### src/rtl/anf_fl_tex_pkg.sv
// anf_fl_tex_pkg: shared texture-path formats, packet geometry and texel widths
package anf_fl_tex_pkg;
  localparam int PKT_W = 128;
  typedef enum logic [1:0] {
    FMT_RGBA8888 = 2'd0,
    FMT_RGB565   = 2'd1,
    FMT_RGBA4444 = 2'd2,
    FMT_L8       = 2'd3
  } tex_fmt_e;
  localparam int TPP_RGBA8888 = 4;
  localparam int TPP_RGB565 = 8;
  localparam int TPP_RGBA4444 = 8;
  localparam int TPP_L8 = 16;
  localparam int TW_RGBA8888 = 32;
  localparam int TW_RGB565 = 16;
  localparam int TW_RGBA4444 = 16;
  localparam int TW_L8 = 8;
  function automatic logic [4:0] texels_per_pkt(input tex_fmt_e f);
    return f == FMT_L8 ? 5'(TPP_L8) : f == FMT_RGBA8888 ? 5'(TPP_RGBA8888) :
           f == FMT_RGB565 ? 5'(TPP_RGB565) : 5'(TPP_RGBA4444);
  endfunction
endpackage

### src/rtl/anf_fl_tex_fmt_conv.sv
// anf_fl_tex_fmt_conv: combinational texel select + RGBA8888 expansion
// Optional colour key (alpha forced to 00 on RGB match) under ANFFL_TEX_COLORKEY_EN.
module anf_fl_tex_fmt_conv
  import anf_fl_tex_pkg::*;
(
  input  logic [PKT_W-1:0] pkt,
  input  tex_fmt_e         fmt,
  input  logic [3:0]       idx,
`ifdef ANFFL_TEX_COLORKEY_EN
  input  logic [23:0]      colorkey_rgb,
  input  logic             colorkey_en,
`endif
  output logic [31:0]      rgba
);
  logic [6:0] sh;
  logic [31:0] t;
  logic [31:0] conv;
  always_comb begin
    sh = fmt == FMT_L8 ? {idx, 3'b0} : fmt == FMT_RGBA8888 ? {idx[1:0], 5'b0} : {idx[2:0], 4'b0};
    t = 32'(pkt >> sh);
    conv = fmt == FMT_RGBA8888 ? t :
           fmt == FMT_RGB565 ? {t[15:11], t[15:13], t[10:5], t[10:9], t[4:0], t[4:2], 8'hff} :
           fmt == FMT_RGBA4444 ? {{2{t[15:12]}}, {2{t[11:8]}}, {2{t[7:4]}}, {2{t[3:0]}}} :
           {{3{t[7:0]}}, 8'hff};
`ifdef ANFFL_TEX_COLORKEY_EN
    rgba = colorkey_en && conv[31:8] == colorkey_rgb ? {conv[31:8], 8'h00} : conv;
`else
    rgba = conv;
`endif
  end
endmodule

### src/rtl/anf_fl_tex_texel_unpack.sv
// anf_fl_tex_texel_unpack: holds a fetched packet and streams its texel span as RGBA8888
// Optional colour-key ports under ANFFL_TEX_COLORKEY_EN.
module anf_fl_tex_texel_unpack
  import anf_fl_tex_pkg::*;
#(
  parameter int CNT_W = 5,
  parameter int IDX_W = 4
) (
  input  logic             clk,
  input  logic             reset,
  input  logic             pkt_valid,
  output logic             pkt_ready,
  input  logic [PKT_W-1:0] pkt_data,
  input  logic [1:0]       pkt_fmt,
  input  logic [IDX_W-1:0] pkt_start,
  input  logic [CNT_W-1:0] pkt_count,
  output logic             texel_valid,
  input  logic             texel_ready,
  output logic [31:0]      texel_rgba,
  output logic             texel_last,
  output logic             span_trunc
`ifdef ANFFL_TEX_COLORKEY_EN
  ,
  input  logic [23:0]      colorkey_rgb,
  input  logic             colorkey_en
`endif
);
  typedef enum logic {IDLE, EMIT} state_e;
  state_e state, state_nx;
  logic [PKT_W-1:0] pkt_q;
  tex_fmt_e fmt_q, fmt_in;
  logic [IDX_W-1:0] idx_q, start_m;
  logic [CNT_W-1:0] rem_q, n, avail, emit_cnt;
  logic trunc_q, trunc, accept, fire;
  assign texel_valid = state == EMIT;
  assign texel_last = texel_valid && rem_q == CNT_W'(1);
  assign span_trunc = texel_last && trunc_q;
  // The next packet may enter in the same cycle the final texel leaves.
  assign pkt_ready = reset && (state == IDLE || (texel_last && texel_ready));
  always_comb begin
    fmt_in = tex_fmt_e'(pkt_fmt);
    n = CNT_W'(texels_per_pkt(fmt_in));
    start_m = pkt_start & IDX_W'(n - CNT_W'(1));
    avail = n - CNT_W'(start_m);
    trunc = pkt_count > avail;
    emit_cnt = trunc ? avail : pkt_count;
    accept = pkt_valid && pkt_ready;
    fire = texel_valid && texel_ready;
    state_nx = accept ? (emit_cnt != '0 ? EMIT : IDLE) : fire && texel_last ? IDLE : state;
  end
  always_ff @(posedge clk or negedge reset)
    if (!reset) state <= IDLE;
    else state <= state_nx;
  always_ff @(posedge clk or negedge reset)
    if (!reset) begin
      pkt_q <= '0;
      fmt_q <= FMT_RGBA8888;
      idx_q <= '0;
      rem_q <= '0;
      trunc_q <= 1'b0;
    end else if (accept && emit_cnt != '0) begin
      pkt_q <= pkt_data;
      fmt_q <= fmt_in;
      idx_q <= start_m;
      rem_q <= emit_cnt;
      trunc_q <= trunc;
    end else if (fire && !texel_last) begin
      idx_q <= idx_q + 1'b1;
      rem_q <= rem_q - 1'b1;
    end
  anf_fl_tex_fmt_conv u_conv (
    .pkt(pkt_q),
    .fmt(fmt_q),
    .idx(4'(idx_q)),
`ifdef ANFFL_TEX_COLORKEY_EN
    .colorkey_rgb(colorkey_rgb),
    .colorkey_en(colorkey_en),
`endif
    .rgba(texel_rgba)
  );
endmodule

### config.mk
export PLATFORM = sky130hd
export DESIGN_NAME = anf_fl_tex_texel_unpack
export DESIGN_NICKNAME = d
export VERILOG_FILES = /design/src/rtl/anf_fl_tex_pkg.sv /design/src/rtl/anf_fl_tex_fmt_conv.sv /design/src/rtl/anf_fl_tex_texel_unpack.sv
export SDC_FILE = /design/constraint.sdc
export NUM_CORES = 1
export LEC_CHECK = 0
export BUFFER_PORTS_ARGS = -buffer_cell sky130_fd_sc_hd__buf_2
export CORE_UTILIZATION = 50
export CTS_BUF_LIST = sky130_fd_sc_hd__clkbuf_8 sky130_fd_sc_hd__clkbuf_16
export CTS_CLUSTER_SIZE = 20
export DETAILED_ROUTE_END_ITERATION = 6
export GPL_ROUTABILITY_DRIVEN = 0
export PLACE_DENSITY = 0.73
export SLEW_MARGIN = 15
export SYNTH_ARGS = -nofsm -noshare
export SYNTH_HDL_FRONTEND = slang
export SYNTH_HIERARCHICAL = 1
export SYNTH_SLANG_ARGS = --single-unit
### constraint.sdc
create_clock -name clk -period 6.1 [get_ports clk]
set_input_delay 0.61 -clock clk [delete_from_list [all_inputs] [get_ports clk]]
set_output_delay 0.61 -clock clk [all_outputs]
set_load 0.1 [all_outputs]
-- Yosys cells after proc, flatten, opt, wreduce, memory -nomap -nowiden
Cells that the tools add are included.
- shift operators: 1
- multipliers: 0
- muxes and demuxes: 15
- equality and inequality tests: 5
- bitwise gates (word level): 2
- div/mod/pow operators: 0
- reduce and logical (&&, ||, !) cells: 16
- order comparisons: 1
- $add $sub $neg: 4
- operators with widths (cell ; number):
    >> shifter 128 x 7 -> 32 bit ; 1
    two-way mux 32 bit ; 3
    two-way mux 5 bit ; 4
    two-way mux 7 bit ; 2
    two-way mux 4 bit ; 3
    logical AND 1 bit ; 9
    equality test 2 bit, second input constant ; 3
    equality test 5 x 1 -> 1 bit, second input constant ; 1
    greater-than comparator 5 bit ; 1
    nonzero test 5 bit ; 1
    subtractor 5 x 1 -> 5 bit, second input constant ; 1
    subtractor 5 x 4 -> 5 bit ; 1
    adder 4 x 1 -> 4 bit, second input constant ; 1
    bitwise AND 4 bit ; 1
    zero test 2 bit ; 2
    nonzero test 2 bit ; 2
    subtractor 4 x 1 -> 4 bit, second input constant ; 1
    two-way mux 1 bit ; 3
    equality test 2 x 1 -> 1 bit, second input constant ; 1
    zero test 1 bit ; 1
    logical OR 1 bit ; 1
    inverter 1 bit ; 1
- memories kept: 0
- input port bits: 143
- logic and storage cells: 50
- register bits after elaboration: 141
- bits in writable memories: 0
- bits in read-only memories: 0
- bits in latches: 0

-- Depth between registers and ports, before layout
Gate-level depths: netlist of the first run.
- depth in word-level cells: 11
- mapped depth: 13
- depth with buffers taken out: 11

-- By module
The synthesis of the first run kept the hierarchy.
- modules (own cells, without submodules) (module ; cells each ; area an instance (µm²) ; instances ; sequential area each (µm²)):
    anf_fl_tex_texel_unpack ; 380 ; 6162.2 ; 1 ; 3528.4
    anf_fl_tex_fmt_conv ; 707 ; 4948.5 ; 1 ; 0.0

-- Least setup slack after synthesis of the first run
Ideal clock, no wire load.
- path type: register -> output
- start: register idx_q[1]
- end: output port texel_rgba[27]
- buffers on the path: 5
- arrival: 5.245 ns
- cell stages (with the launch flop): 11
- slack: 0.245 ns
- cell sequence: dfrtp_1 > buf_2 > mux2_2 > buf_6 > mux2_2 > buf_6 > buf_6 > buf_6 > o21ai_1 > nand2_1 > a2111oi_1
- word-level cells in the longest chain between the ends: 6
- RTL lines (what ; RTL line ; RTL):
    start, declared ; anf_fl_tex_texel_unpack.sv:32 ; logic [IDX_W-1:0] idx_q, start_m;
    start signal, assigned ; anf_fl_tex_texel_unpack.sv:64 ; idx_q <= start_m;
    start signal, assigned ; anf_fl_tex_texel_unpack.sv:68 ; idx_q <= idx_q + 1'b1;
    two-way mux 7 bit ; anf_fl_tex_fmt_conv.sv:19 ; sh = fmt == FMT_L8 ? {idx, 3'b0} : fmt == FMT_RGBA8888 ? {idx[1:0], 5'b0} : {idx[2:0], 4'b0};
    two-way mux 7 bit (*) ; anf_fl_tex_fmt_conv.sv:19 ;
    >> shifter 128 x 7 -> 32 bit (*) ; anf_fl_tex_fmt_conv.sv:20 ; t = 32'(pkt >> sh);
    two-way mux 32 bit ; anf_fl_tex_fmt_conv.sv:23 ; fmt == FMT_RGBA4444 ? {{2{t[15:12]}}, {2{t[11:8]}}, {2{t[7:4]}}, {2{t[3:0]}}} :
    two-way mux 32 bit ; anf_fl_tex_fmt_conv.sv:22 ; fmt == FMT_RGB565 ? {t[15:11], t[15:13], t[10:5], t[10:9], t[4:0], t[4:2], 8'hff} :
    two-way mux 32 bit (*) ; anf_fl_tex_fmt_conv.sv:21 ; conv = fmt == FMT_RGBA8888 ? t :
    end, declared ; anf_fl_tex_texel_unpack.sv:19 ; output logic [31:0] texel_rgba,
Every way passes the cells marked *; elsewhere a longest branch is shown, timed or not.

-- Worst setup path after layout of the first run
- start: register fmt_q[0]
- end: output port texel_rgba[27]
- word-level cells in the longest chain between the ends: 7
- RTL lines (what ; RTL line ; RTL):
    start, declared ; anf_fl_tex_texel_unpack.sv:31 ; tex_fmt_e fmt_q, fmt_in;
    start signal, assigned ; anf_fl_tex_texel_unpack.sv:63 ; fmt_q <= fmt_in;
    zero test 2 bit ; anf_fl_tex_fmt_conv.sv:19, anf_fl_tex_fmt_conv.sv:21 ;
    two-way mux 7 bit (2 in a row) ; anf_fl_tex_fmt_conv.sv:19 ;
    >> shifter 128 x 7 -> 32 bit ; anf_fl_tex_fmt_conv.sv:20 ;
    two-way mux 32 bit ; anf_fl_tex_fmt_conv.sv:23 ;
    two-way mux 32 bit ; anf_fl_tex_fmt_conv.sv:22 ;
    two-way mux 32 bit (*) ; anf_fl_tex_fmt_conv.sv:21 ;
Marked as above.

==> results of run 1 <==
-- registers in the layout (all words and copies together) (netlist names) --
register and count:
trunc_q 1, rem_q 5, pkt_q 128, texel_valid 1, fmt_q 2, idx_q 4
-- synth_stat cells (all sizes together) (3+ instances only) --
cell type | instances | area, µm²
mux2 | 147 | 2030
dfrtp | 141 | 3530
nand2 | 103 | 389
buf | 72 | 569
nor2 | 69 | 269
mux2i | 53 | 543
o22ai | 46 | 288
a21oi | 44 | 228
o21ai | 35 | 194
nor3 | 29 | 145
clkbuf | 20 | 76.3
a22oi | 19 | 148
inv | 19 | 71.3
nand2b | 19 | 119
nand3 | 18 | 113
a211oi | 16 | 158
o221ai | 15 | 138
and3 | 14 | 87.6
a22o | 13 | 114
o2111ai | 13 | 114
mux4 | 12 | 270
o211ai | 12 | 114
a31oi | 10 | 62.6
o22a | 10 | 87.6
ha | 9 | 113
nor4 | 9 | 98.8
a2111oi | 7 | 82.6
a221oi | 7 | 67.6
and2 | 7 | 43.8
nand4 | 7 | 43.8
xnor2 | 7 | 68.8
a32oi | 6 | 52.6
nor2b | 6 | 37.5
o32ai | 6 | 52.6
o221a | 5 | 56.3
or2 | 5 | 31.3
a2bb2oi | 4 | 35.0
o21a | 4 | 30.0
a32o | 3 | 30.0
and4b | 3 | 30.0
nand3b | 3 | 22.5
nor4b | 3 | 26.3
o21bai | 3 | 22.5
or3 | 3 | 18.8
xor2 | 3 | 33.8
-- worst min-delay path by stage --
stage | startpoint | end | slack (ns) | depth (start not counted)
floorplan | reset | fmt_q[0] | 0.31 | 0
global placement | pkt_q[5] | pkt_q[5] | 0.50 | 1
detailed placement | pkt_q[95] | pkt_q[95] | 0.50 | 1
CTS | reset | pkt_q[102] | 0.11 | 1
global route | reset | pkt_q[2] | 0.13 | 1
finish | reset | pkt_q[103] | 0.11 | 1
-- cells by family after synthesis --
| kind of cell | Yosys count |
|---|---|
| AND/OR/NAND/NOR | 304 |
| AO/OA/AOI/OAI | 298 |
| multiplexers | 212 |
| flip-flops | 141 |
| buffers and inverters | 112 |
| XOR/XNOR | 10 |
| adder cells (fa/ha/maj) | 10 |
-- cell type report --
class,count,area [µm²]
multi-input cells,834,6870
clock inverters,10,135
inverters,20,75.1
flip-flops and latches,141,3530
well taps,280,350
clock buffers,22,494
fillers,1902,9310
repair buffers,198,1060
-- through the flow --
| stage | worst slack (ns) | area, µm² | utilization, % | hold WS (ns) | cells |
|---|---|---|---|---|---|
| 3_5_place_dp | 1.38 | 11900 | 54.5 | 0.505 | 1473 |
| 4_1_cts | 0.916 | 12500 | 57.4 | 0.107 | 1505 |
| 6_report | 0.616 | 12500 | 57.4 | 0.108 | 1505 |
| 5_1_grt | 0.578 | 12500 | 57.4 | 0.126 | 1505 |
| 3_3_place_gp | 1.44 | 11900 | 54.5 | 0.503 | 1473 |
| 2_1_floorplan | 0.245 | 11100 | - | 0.314 | 1087 |
-- metal layers --
metal	vias to the layer above	global-route usage [%]	wire [µm]
met4	2	18.1	2550
met2	928	49.4	16100
met1	4885	43.6	14300
met5	-	0	22
met3	250	10.0	4890
li1	4412	-	-
==> impl_metrics.json, run 1 <==
{
  "status": "completed",
  "holdBufCountCts": 0,
  "critical_path.max_stage_delay_ns": 0.84,
  "dieArea_um2": 22800,
  "synth_cell_types": 96,
  "cp_max_fo": 39,
  "rrSetupSlack_ns": 3.27,
  "grt_overflow": 0,
  "r2r_end": "pkt_q[107]",
  "synth_top_family_by_area": "multiplexers",
  "crit_path_end": "texel_rgba[27]",
  "layout_commonest_cell": "buf_2",
  "arrival_ns": 4.87,
  "tightest_slew_ns": 1.09,
  "min_period_over_period_pct": 89.9,
  "cp_cell_sequence": "mux2_2 -> mux2i_4 -> nand2_1 -> nor3_1 -> a2111oi_0 -> a2111oi_1 -> buf_2",
  "ys_seq_elements": 141,
  "area_growth_pct": 12.6,
  "clock_path_buffers": 2,
  "cts_sinks": 141,
  "crit_start": "fmt_q[0]",
  "via_per_inst": 6.96,
  "cap_violations": 0,
  "wirelength_um": 37900,
  "grt_max_degree": 140,
  "path_clk_slew_ns": 0.06,
  "drt_iter0_drc": 1816,
  "period_minus_slack_ns": 5.48,
  "critPathKind": "register to output port",
  "io_pins": 179,
  "avgSynthCellArea_um2": 10.2,
  "clkLatencyLatePin_ns": 0.43,
  "drc": 0,
  "syn_area_um2": 11100,
  "min_path_type": "primary input to async pin",
  "fmax_ghz": 0.182,
  "synth_edf_count": 0,
  "place_hpwl_um": 26300,
  "first_global_vias": 9682,
  "synth-compound-area-share_pct": 20.3,
  "cp_top_family": "multiplexers",
  "io_buffers": 178,
  "nNetsFinal": 1364,
  "synth-xor-area-share_pct": 0.923,
  "first_pass_iters": 7,
  "grt.total_usage_pct": 33.4,
  "crit_cells": 7,
  "cp.required_ns": 5.49,
  "hold_violations": 0,
  "post_cts_buffers": 0,
  "layout_common_cells": "177 x buf_2, 139 x dfrtp_1, 102 x nand2_1",
  "fp-row-count": 54,
  "setup.worst_path.end_class": "output port",
  "tns_ns": 0,
  "root_buffer": "clkbuf_16",
  "synth-adder-area-share_pct": 1.10,
  "synth_seq_area_share_pct": 31.8,
  "slew_violations": 0,
  "slew_headroom_pct": 27.1,
  "via_count": 10477,
  "async_reset_ff_share_pct": 100,
  "wl_per_cell_um": 25.2,
  "die_x_um": 151,
  "synth_ff_type": "dfrtp_1",
  "post_cts_resized": 0,
  "grt_setup_unrepaired": "false",
  "h-tree-depth": 4,
  "cts_buffers": 17,
  "synthCells": 1087,
  "core_region_area_um2": 21800,
  "final_antenna_net_count": 0,
  "crit_buf_inv": 1,
  "drive_above_1_share_pct": 35.4,
  "grt_pass1_wl_um": 56500,
  "die_y_um": 151,
  "synth_fp_nets": 1239,
  "r2r-start": "rem_q[1]",
  "ff2ff_path_depth": 9,
  "setup_viol": 0,
  "n_antenna_cell": 0,
  "initial_core_util_pct": 50.9,
  "slowest_stage": "dfrtp_2",
  "synthSimpleGateAreaFrac_pct": 13.8,
  "antenna_found_initial": 0,
  "cts_tree": "done",
  "clock_skew_ns": 0.00770,
  "yosys_warnings": 6,
  "synthMuxAreaShare_pct": 25.6,
  "cp-start-kind": "register"
}
Power of run 1 is not shown: default switching activity piles up to over one toggle a cycle in this logic, so the estimate is an artifact.
==> run 2: changes to the inputs <==
- CTS_CLUSTER_DIAMETER: not set -> 150
- SLEW_MARGIN: 15 -> not set
- clock period: 6.1 -> 7 ns (I/O delays scaled with it)
==> impl_metrics.json, run 2 (same netlist as run 1, synthesis figures left out) <==
{
  "met1_length_um": 14000,
  "clock_skew_ns": 0.0117,
  "top_register": "pkt_q",
  "grt_setup_unrepaired": "false",
  "area_growth_pct": 12.9,
  "cp_cell_sequence": "inv_1 -> o211ai_4 -> buf_4 -> mux2_2 -> mux2i_1 -> a2111oi_4 -> o32ai_1 -> nor3_1 -> buf_2",
  "slew_headroom_pct": 12.2,
  "top_layer": "met5",
  "min_path_type": "primary input to async pin",
  "antenna_found_initial": 2,
  "drt_iter0_drc": 1806,
  "first_global_vias": 9780,
  "drive_above_1_share_pct": 35.2,
  "seq_area_um2": 3530,
  "io_pins": 179,
  "wirelength_um": 38300,
  "cts_tree": "done",
  "grt_pass1_wl_um": 58000,
  "critPathKind": "register to output port",
  "reg.largest.list": "pkt_q x128, rem_q x5, idx_q x4",
  "layout_common_cells": "177 x buf_2, 139 x dfrtp_1, 102 x nand2_1",
  "cp.required_ns": 6.30,
  "largest_reg_flops": 128,
  "cp_max_fo": 24,
  "clock_path_buffers": 2,
  "die_x_um": 151,
  "arrival_ns": 5.05,
  "grt_overflow": 0,
  "drc": 45,
  "layout_commonest_cell": "buf_2",
  "cts_sinks": 141,
  "path_clk_slew_ns": 0.06,
  "place_hpwl_um": 26200,
  "setup.worst_path.end_class": "output port",
  "dieArea_um2": 22800,
  "wl_per_cell_um": 25.5,
  "dr_wl_met2_um": 16000,
  "ff2ff_path_depth": 9,
  "nFillCells": 1905,
  "violations": "design-rule violations",
  "cts_buffers": 17,
  "core_region_area_um2": 21800,
  "fmax_ghz": 0.174,
  "slowest_stage": "dfrtp_1",
  "initial_core_util_pct": 50.9,
  "first_pass_iters": 7,
  "grt_max_degree": 140,
  "post_cts_resized": 0,
  "status": "finished, violations left",
  "fp-row-count": 54,
  "nNetsFinal": 1359,
  "period_minus_slack_ns": 5.75,
  "holdBufCountCts": 0,
  "via_per_inst": 6.94,
  "post_cts_buffers": 0,
  "cp-start-kind": "register",
  "slew_violations": 0,
  "clkLatencyLatePin_ns": 0.44,
  "critical_path.max_stage_delay_ns": 0.84,
  "root_buffer": "clkbuf_16",
  "setup_viol": 0,
  "route.met3.wl_um": 5390,
  "tns_ns": 0,
  "final_antenna_net_count": 0,
  "hold_violations": 0,
  "cap_violations": 0,
  "h-tree-depth": 4,
  "via_count": 10419,
  "tightest_slew_ns": 1.31,
  "die_y_um": 151,
  "multi_input_area_um2": 6870,
  "grt.total_usage_pct": 34.4,
  "min_period_over_period_pct": 82.1,
  "io_buffers": 178
}
[run 2: cell count changes in the layout (fill, tap and decap cells not counted)]
cell,before,now
inv_6,1,2
clkinvlp_4,3,2
clkbuf_8,5,0
diode_2,0,2
inv_1,20,19
clkinv_4,0,1
clkinv_2,2,3
buf_4,19,14
bufinv_16,3,7
[run 2: area by class of cell]
cell class	count	share of cell area, %
antenna	2	0.0399
sequential	141	28.1
inverter	20	0.598
clock inverter	15	2.12
tap	280	2.79
clock buffer	17	3.39
timing repair buffer	193	8.15
multi-input combinational	834	54.8
[run 2: worst max-delay path, delay by kind of cell, from the launching register on]
kind / cells / cell delay, ns
multiplexers: 2 / 0.42
flip-flops: 1 / 0.84
AO/OA/AOI/OAI: 3 / 1.63
buffers and inverters: 3 / 1.49
AND/OR/NAND/NOR: 1 / 0.20
[run 2: routing by layer]
metal	global-route usage [%]	up-vias
met4	20.3	2
met2	49.6	956
met1	43.3	4810
met3	13.7	253
met5	0	-
li1	-	4398
[run 2: final timing paths]
| kind | start | to | slack (ns) |
|---|---|---|---|
| worst max-delay path | idx_q[1] | texel_rgba[11] | 1.25 |
| worst min-delay path | reset | pkt_q[81] | 0.16 |
| worst max register to register | rem_q[1] | pkt_q[17] | 4.19 |
| worst min register to register | pkt_q[95] | pkt_q[95] | 0.52 |
| max in group asynchronous | reset | pkt_q[46] | 5.63 |
| min in group clk | pkt_data[81] | pkt_q[81] | 0.48 |
[run 2: metrics by stage]
step                instance area (µm²)  util [%]  instances  setup WS, ns  hold slack (ns)
finish                            12500      57.5       1502          1.25            0.160
floorplan                         11100         -       1087          1.05            0.404
detailed placement                11800      54.3       1468          2.01            0.509
CTS                               12500      57.5       1500          1.50            0.171
global route                      12500      57.5       1500          1.17            0.185
global placement                  11800      54.3       1468          2.04            0.505
Power of run 2 is left out for the same reason.
